## src/rtl/ws2812_pkg.sv

```systemverilog
// Shared WS2812 definitions: decoder state encoding and the default cycle
// counts derived from the system clock, so the LED controller and the
// decoder agree on bit timing.
package ws2812_pkg;

   typedef enum logic [2:0] {
      WS_WAIT_GAP = 3'd0,
      WS_IDLE     = 3'd1,
      WS_CAPTURE  = 3'd2,
      WS_FWD      = 3'd3,
      WS_ERROR    = 3'd4
   } ws2812_state_e;

   localparam int unsigned SysClkFreq  = 32'd40_000_000;

   localparam int unsigned T0hNs       = 32'd400;
   localparam int unsigned T1hNs       = 32'd800;
   localparam int unsigned MinHighNs   = 32'd150;
   localparam int unsigned ThresholdNs = 32'd600;
   localparam int unsigned MaxHighNs   = 32'd1500;
   localparam int unsigned ResetNs     = 32'd50_000;

   // Whole MHz keeps the intermediate product inside 32 bits for 50 us.
   function automatic int unsigned ns_to_cycles(input int unsigned ns);
      return (ns * (SysClkFreq / 32'd1_000_000)) / 32'd1000;
   endfunction

   localparam int unsigned DefT0HighCycles    = ns_to_cycles(T0hNs);
   localparam int unsigned DefT1HighCycles    = ns_to_cycles(T1hNs);
   localparam int unsigned DefMinHighCycles   = ns_to_cycles(MinHighNs);
   localparam int unsigned DefThresholdCycles = ns_to_cycles(ThresholdNs);
   localparam int unsigned DefMaxHighCycles   = ns_to_cycles(MaxHighNs);
   localparam int unsigned DefResetCycles     = ns_to_cycles(ResetNs);

endpackage

```

## src/rtl/ws2812_decoder_pulse_meas.sv

```systemverilog
// Input conditioning for the WS2812 decoder: synchronises the serial line,
// measures high and low times and classifies each completed high pulse.
// Classification outputs are combinational strobes valid in the fall cycle;
// the decoder registers everything it drives off-block.
module ws2812_pulse_meas
   import ws2812_pkg::*;
#(
   parameter int unsigned MinHighCycles      = DefMinHighCycles,
   parameter int unsigned BitThresholdCycles = DefThresholdCycles,
   parameter int unsigned MaxHighCycles      = DefMaxHighCycles,
   parameter int unsigned ResetCycles        = DefResetCycles
) (
   input  logic clk_i,
   input  logic rst_i,
   input  logic din_i,
   output logic sync_din,
   output logic rise,
   output logic bit_valid,
   output logic bit_val,
   output logic bit_err,
   output logic gap
);

   localparam int unsigned HiW = $clog2(MaxHighCycles + 2);
   localparam int unsigned LoW = $clog2(ResetCycles + 1);

   localparam logic [HiW-1:0] HiMin = HiW'(MinHighCycles);
   localparam logic [HiW-1:0] HiThr = HiW'(BitThresholdCycles);
   localparam logic [HiW-1:0] HiMax = HiW'(MaxHighCycles);
   localparam logic [HiW-1:0] HiSat = HiW'(MaxHighCycles + 1);
   localparam logic [LoW-1:0] LoSat = LoW'(ResetCycles);
   localparam logic [LoW-1:0] LoGap = LoW'(ResetCycles - 1);

   logic           s1_r;
   logic           s2_r;
   logic           s3_r;
   logic [HiW-1:0] hi_cnt_r;
   logic [LoW-1:0] lo_cnt_r;
   logic           rise_s;
   logic           fall_s;
   logic           bit_valid_s;
   logic           bit_val_s;
   logic           bit_err_s;

   assign rise_s = s2_r & ~s3_r;
   assign fall_s = ~s2_r & s3_r;

   // Two-flop synchroniser plus a history flop for edge detection.
   always_ff @(posedge clk_i) begin
      if (rst_i) begin
         s1_r <= 1'b0;
         s2_r <= 1'b0;
         s3_r <= 1'b0;
      end else begin
         s1_r <= din_i;
         s2_r <= s1_r;
         s3_r <= s2_r;
      end
   end

   // High-time counter; the rise cycle itself counts as the first high cycle.
   always_ff @(posedge clk_i) begin
      if (rst_i) begin
         hi_cnt_r <= {HiW{1'b0}};
      end else if (rise_s) begin
         hi_cnt_r <= HiW'(1);
      end else if (s2_r && (hi_cnt_r != HiSat)) begin
         hi_cnt_r <= hi_cnt_r + HiW'(1);
      end else begin
         hi_cnt_r <= hi_cnt_r;
      end
   end

   // Low-time counter, saturating so the gap strobe fires only once.
   always_ff @(posedge clk_i) begin
      if (rst_i) begin
         lo_cnt_r <= {LoW{1'b0}};
      end else if (s2_r) begin
         lo_cnt_r <= {LoW{1'b0}};
      end else if (lo_cnt_r != LoSat) begin
         lo_cnt_r <= lo_cnt_r + LoW'(1);
      end else begin
         lo_cnt_r <= lo_cnt_r;
      end
   end

   // Classify the finished high pulse in the cycle its fall is seen.
   always_comb begin
      bit_valid_s = 1'b0;
      bit_val_s   = 1'b0;
      bit_err_s   = 1'b0;
      if (fall_s) begin
         if ((hi_cnt_r < HiMin) || (hi_cnt_r > HiMax)) begin
            bit_err_s = 1'b1;
         end else begin
            bit_valid_s = 1'b1;
            bit_val_s   = (hi_cnt_r >= HiThr);
         end
      end else begin
         bit_valid_s = 1'b0;
      end
   end

   assign sync_din  = s2_r;
   assign rise      = rise_s;
   assign bit_valid = bit_valid_s;
   assign bit_val   = bit_val_s;
   assign bit_err   = bit_err_s;
   assign gap       = ~s2_r & (lo_cnt_r == LoGap);

endmodule

```

## src/rtl/ws2812_decoder.sv

```systemverilog
// WS2812 stream decoder: captures the first 24 bits after each latch gap as a
// GRB word and forwards every later pulse on dout_o, like a physical LED.
module ws2812_decoder
   import ws2812_pkg::*;
#(
   parameter int unsigned MinHighCycles      = DefMinHighCycles,
   parameter int unsigned BitThresholdCycles = DefThresholdCycles,
   parameter int unsigned MaxHighCycles      = DefMaxHighCycles,
   parameter int unsigned ResetCycles        = DefResetCycles
) (
   input  logic        clk_i,
   input  logic        rst_i,
   input  logic        din_i,
   output logic        dout_o,
   output logic [23:0] data_o,
   output logic        data_valid_o,
   output logic        frame_end_o,
   output logic        err_o
);

   localparam logic [2:0] StWaitGap = WS_WAIT_GAP;
   localparam logic [2:0] StIdle    = WS_IDLE;
   localparam logic [2:0] StCapture = WS_CAPTURE;
   localparam logic [2:0] StFwd     = WS_FWD;
   localparam logic [2:0] StError   = WS_ERROR;

   if (!((MinHighCycles < BitThresholdCycles) &&
         (BitThresholdCycles <= MaxHighCycles) &&
         (MaxHighCycles < ResetCycles))) begin : g_bad_params
      $error("ws2812_decoder: need MinHigh < Threshold <= MaxHigh < Reset");
   end

   logic        sync_din_s;
   logic        rise_s;
   logic        bit_valid_s;
   logic        bit_val_s;
   logic        bit_err_s;
   logic        gap_s;

   logic [2:0]  state_r;
   logic [4:0]  bit_cnt_r;
   logic [22:0] shreg_r;
   logic [23:0] data_r;
   logic        data_valid_r;
   logic        frame_end_r;
   logic        err_r;
   logic        dout_r;

   logic [2:0]  state_s;
   logic [4:0]  bit_cnt_s;
   logic [22:0] shreg_s;
   logic [23:0] data_s;
   logic        data_valid_s;
   logic        frame_end_s;
   logic        err_s;
   logic        dout_s;

   ws2812_pulse_meas #(
      .MinHighCycles      (MinHighCycles),
      .BitThresholdCycles (BitThresholdCycles),
      .MaxHighCycles      (MaxHighCycles),
      .ResetCycles        (ResetCycles)
   ) u_pulse_meas (
      .clk_i     (clk_i),
      .rst_i     (rst_i),
      .din_i     (din_i),
      .sync_din  (sync_din_s),
      .rise      (rise_s),
      .bit_valid (bit_valid_s),
      .bit_val   (bit_val_s),
      .bit_err   (bit_err_s),
      .gap       (gap_s)
   );

   // Frame FSM: next state, word assembly and the next value of every output.
   always_comb begin
      state_s      = state_r;
      bit_cnt_s    = bit_cnt_r;
      shreg_s      = shreg_r;
      data_s       = data_r;
      data_valid_s = 1'b0;
      frame_end_s  = 1'b0;
      err_s        = 1'b0;
      dout_s       = 1'b0;
      case (state_r)
         StWaitGap: begin
            // First gap after reset only synchronises; no frame to close.
            if (gap_s) begin
               state_s = StIdle;
            end else begin
               state_s = StWaitGap;
            end
         end
         StIdle: begin
            if (rise_s) begin
               state_s   = StCapture;
               bit_cnt_s = 5'd0;
            end else begin
               state_s = StIdle;
            end
         end
         StCapture: begin
            if (bit_err_s) begin
               // An invalid 24th pulse lands here too, leaving data_o intact.
               err_s   = 1'b1;
               state_s = StError;
            end else if (bit_valid_s) begin
               shreg_s = {shreg_r[21:0], bit_val_s};
               if (bit_cnt_r == 5'd23) begin
                  data_s       = {shreg_r, bit_val_s};
                  data_valid_s = 1'b1;
                  bit_cnt_s    = 5'd0;
                  state_s      = StFwd;
               end else begin
                  bit_cnt_s = bit_cnt_r + 5'd1;
               end
            end else if (gap_s) begin
               // Truncated word: report it and drop the partial bits.
               err_s       = 1'b1;
               frame_end_s = 1'b1;
               bit_cnt_s   = 5'd0;
               state_s     = StIdle;
            end else begin
               state_s = StCapture;
            end
         end
         StFwd: begin
            dout_s = sync_din_s;
            if (gap_s) begin
               frame_end_s = 1'b1;
               state_s     = StIdle;
            end else begin
               state_s = StFwd;
            end
         end
         StError: begin
            if (gap_s) begin
               frame_end_s = 1'b1;
               state_s     = StIdle;
            end else begin
               state_s = StError;
            end
         end
         default: begin
            state_s = StWaitGap;
         end
      endcase
   end

   // State and output registers.
   always_ff @(posedge clk_i) begin
      if (rst_i) begin
         state_r      <= StWaitGap;
         bit_cnt_r    <= 5'd0;
         shreg_r      <= 23'd0;
         data_r       <= 24'h0;
         data_valid_r <= 1'b0;
         frame_end_r  <= 1'b0;
         err_r        <= 1'b0;
         dout_r       <= 1'b0;
      end else begin
         state_r      <= state_s;
         bit_cnt_r    <= bit_cnt_s;
         shreg_r      <= shreg_s;
         data_r       <= data_s;
         data_valid_r <= data_valid_s;
         frame_end_r  <= frame_end_s;
         err_r        <= err_s;
         dout_r       <= dout_s;
      end
   end

   assign dout_o       = dout_r;
   assign data_o       = data_r;
   assign data_valid_o = data_valid_r;
   assign frame_end_o  = frame_end_r;
   assign err_o        = err_r;

endmodule

```

## config.mk

```make
export PLATFORM = sky130hd
export DESIGN_NAME = ws2812_decoder
export DESIGN_NICKNAME = d
export VERILOG_FILES = /design/src/rtl/ws2812_pkg.sv /design/src/rtl/ws2812_decoder_pulse_meas.sv /design/src/rtl/ws2812_decoder.sv
export SDC_FILE = /design/constraint.sdc
export NUM_CORES = 1
export LEC_CHECK = 0
export ABC_AREA = 1
export BUFFER_PORTS_ARGS = -buffer_cell sky130_fd_sc_hd__buf_4
export CELL_PAD_IN_SITES_DETAIL_PLACEMENT = 0
export CELL_PAD_IN_SITES_GLOBAL_PLACEMENT = 2
export CORE_AREA = 2 2 101 103
export DETAILED_ROUTE_END_ITERATION = 10
export DIE_AREA = 0 0 103 105
export HOLD_SLACK_MARGIN = 0.03
export PLACE_DENSITY_LB_ADDON = 0.1
export SYNTH_ARGS = -nofsm -noshare
export SYNTH_HDL_FRONTEND = slang
export SYNTH_SLANG_ARGS = --single-unit
```

## constraint.sdc

```tcl
create_clock -name clk_i -period 1.57 [get_ports clk_i]
set_input_delay 0.314 -clock clk_i [delete_from_list [all_inputs] [get_ports clk_i]]
set_output_delay 0.314 -clock clk_i [all_outputs]
set_load 0.005 [all_outputs]
```

==> flow_metrics.py <==
metrics = {
    "die": {
        "fp.dieH_um": 105,
        "io_pins": 31,
        "die_w_um": 103,
        "fp-row-count": 36,
        "die_area_um2": 10820,
        "coreArea_um2": 9639,
        "start_util_pct": 33.58,
    },
    "final_layout": {
        "ff_latch_area_um2": 1587,
        "antenna_cells": 0,
        "final_util_pct": 41.60,
        "fin_nets": 482,
        "drive_above_1_share_pct": 19.87,
        "area_growth_pct": 23.89,
        "final_cell_mix": "75 x dfxtp_1, 66 x nor2_1, 64 x nand2_1",
        "stdcell_count": 611,
        "fin_area_um2": 4010,
        "multi_input_area_um2": 1410,
        "layout_commonest_cell": "dfxtp_1",
        "fillers": 1039,
    },
    "cts": {
        "cts_buffers": 9,
        "clkSinkCount": 79,
        "post_cts_buffers": 0,
        "hold_buffers": 0,
        "cts_tree": "yes",
        "worstSkewPairLatency_ns": 0.35,
        "root_buffer": "clkbuf_8",
        "htree_levels": 3,
        "clock_path_buffers": 2,
        "path_clk_slew_ns": 0.08,
    },
    "power_and_ir_drop": {
        "pwr-share-comb_pct": 3.8,
        "p_leak_nw": 1.665,
        "powerDensity_nw_per_um2": 928.2,
        "power.internal_w": 0.002855,
        "fin_total_pwr_w": 0.003722,
        "p_sw_share_pct": 23.30,
        "vdd_ir_drop_max_mv": 0.3917,
        "clock_power_share_pct": 41.9,
        "switching_power_w": 0.0008672,
        "seqPwrFrac_pct": 54.3,
    },
    "logic_synthesis": {
        "syn_area_per_cell_um2": 7.688,
        "synth_top_area_share_pct": 48.86,
        "ys_warn_count": 0,
        "synth_area_leaders": "dfxtp_1 49%, nor2_1 7.8%, nand2_1 7.4%",
        "syn_inst": 421,
        "synthesis.nets": 430,
        "synthDistinctLibCells": 33,
        "synth.cell_area_um2": 3237,
        "synth_top_area_cell": "dfxtp_1",
        "ys_seq_area_share_pct": 48.86,
        "ys_ff_latch": 79,
    },
    "timing": {
        "fmax_mhz": 686.0,
        "relSlewSlack_pct": 76.74,
        "post-route-period-util_pct": 92.85,
        "worst_pin_slew_ns": 0.3463,
        "skew_ns": 0.01336,
        "finalHoldViolCount": 0,
        "final.min_clock_period_ns": 1.458,
        "setup_viol": 0,
        "grt_setup_unrepaired": "true",
        "slew_viol_final": 0,
        "fin_tns_setup_ns": 0,
    },
    "grt": {
        "grt_pass1_wl_um": 11830,
        "grt_antenna_before_repair": 0,
        "grt_max_degree": 31,
        "grt.total_usage_pct": 14.04,
        "first_global_vias": 2480,
        "grt_overflow": 0,
    },
    "critical_path": {
        "required_ns": 1.81,
        "crit_fanout": 13,
        "setup.worst_path.start_class": "register",
        "endpoint_kind": "register",
        "r2r_cells": 10,
        "crit_arrival_ns": 1.70,
        "path_class": "reg -> reg",
    },
    "route": {
        "ant_nets": 0,
        "vias_per_cell": 4.494,
        "drt_wl_total_um": 7093,
        "drt_pass1_iterations": 4,
        "wl_per_cell_um": 11.61,
        "drt-initial-drc-count": 63,
        "routed-via-count": 2746,
        "drc": 0,
    },
    "run_status": {
        "status": "complete, no violations",
    },
    "placement": {
        "port_buffers": 30,
        "gp_congestion": 0.7779,
        "hpwl_um": 4970,
        "place_area_um2": 3755,
        "dp.cells": 595,
    },
    "hold_path": {
        "whs_path_depth": 3,
        "holdCritPathClass": "in -> reg",
    },
    "run": {
        "cap_violations": 0,
    },
}
-- metrics by stage --
step | setup WS (ns) | hold slack, ns
2_1_floorplan | 0.1372 | 0.3883
3_3_place_gp | 0.1008 | 0.3932
3_5_place_dp | 0.08772 | 0.3940
4_1_cts | 0.05339 | 0.1432
5_1_grt | -0.02952 | 0.1959
6_report | 0.1123 | 0.1681
-- Yosys cell counts --
library cell	instances
clkinv_4	1
clkbuf_1	6
nand4_1	3
inv_1	47
a21oi_1	38
clkbuf_2	1
buf_2	2
buf_8	1
o21a_1	1
nand3b_1	2
o21ai_1	5
xor2_1	4
nor2_2	1
nand3_4	2
buf_6	1
nor3_1	9
nor3b_1	1
nand2_2	2
dfxtp_1	79
o21ai_0	42
nor2_8	1
nor2_1	67
nand3_1	23
nand2_1	64
buf_4	3
inv_2	1
nand3_2	1
a211oi_1	1
nand2_4	2
a31oi_1	2
or2_2	1
nor2_4	1
ha_1	6
-- per-layer routing --
metal | wire (um) | up-vias | GRT usage [%]
li1 | - | 1459 | -
met5 | 0 | - | 0
met1 | 3661 | 1237 | 19.77
met4 | 98 | 0 | 4.511
met3 | 290 | 10 | 4.214
met2 | 3043 | 40 | 20.41
-- final timing paths --
kind	from	endpoint	slack [ns]
min reg2reg	u_pulse_meas.s1_r	u_pulse_meas.sync_din	0.41
max	u_pulse_meas.hi_cnt_r[1]	data_o[14]	0.11
min	din_i	u_pulse_meas.s1_r	0.17
max reg2reg	u_pulse_meas.hi_cnt_r[1]	data_o[14]	0.11
-- kinds of logic (layout without fill, tap and decap cells) --
group | count (synthesis) | count (layout) | synth area share, %
flops | 79 | 79 | 48.86
fa+ha+maj | 6 | 6 | 2.319
xor+xnor | 4 | 4 | 1.082
buf+inv | 63 | 120 | 8.504
simple gates | 180 | 180 | 25.24
compound gates | 89 | 89 | 13.99
-- worst max-delay path, stage by stage, from the launching register on --
cell	delay [ns]
dfxtp_2	0.33
inv_1	0.07
ha_1	0.14
inv_1	0.04
nand2_2	0.09
nand3_4	0.10
nor2_8	0.13
nand2_4	0.09
buf_6	0.17
o21ai_0	0.15
nor2_1	0.05
-- registers in the layout, indices dropped and copies added, names as in the netlist, 3 cells and up --
name / flops
u_pulse_meas.lo_cnt_r: 11
state_r: 3
u_pulse_meas.hi_cnt_r: 6
data_o: 24
shreg_r: 23
bit_cnt_r: 5
-- power by group through the flow --
| stage | combinational, W | sequential [W] | clock [W] |
|---|---|---|---|
| floorplan | 0.0000770 | 0.00207 | 0 |
| global placement | 0.000142 | 0.00207 | 0 |
| detailed placement | 0.000142 | 0.00207 | 0 |
| CTS | 0.000143 | 0.00202 | 0.00163 |
| global route | 0.000163 | 0.00202 | 0.00170 |
| finish | 0.000142 | 0.00202 | 0.00156 |
-- what timing repair did --
action                     CTS  global route
hold endpoints to repair     0             0
setup endpoints to repair    0            34
resized for setup            0            29
-- area by class of cell --
cell class,count,area share [%]
sequential,79,39.56
multi-input combinational,279,35.16
timing repair buffer,55,11.11
inverter,49,4.899
tap,133,4.150
clock buffer,10,3.432
clock inverter,6,1.685
No activity file was read; power rests on OpenSTA's default activity.
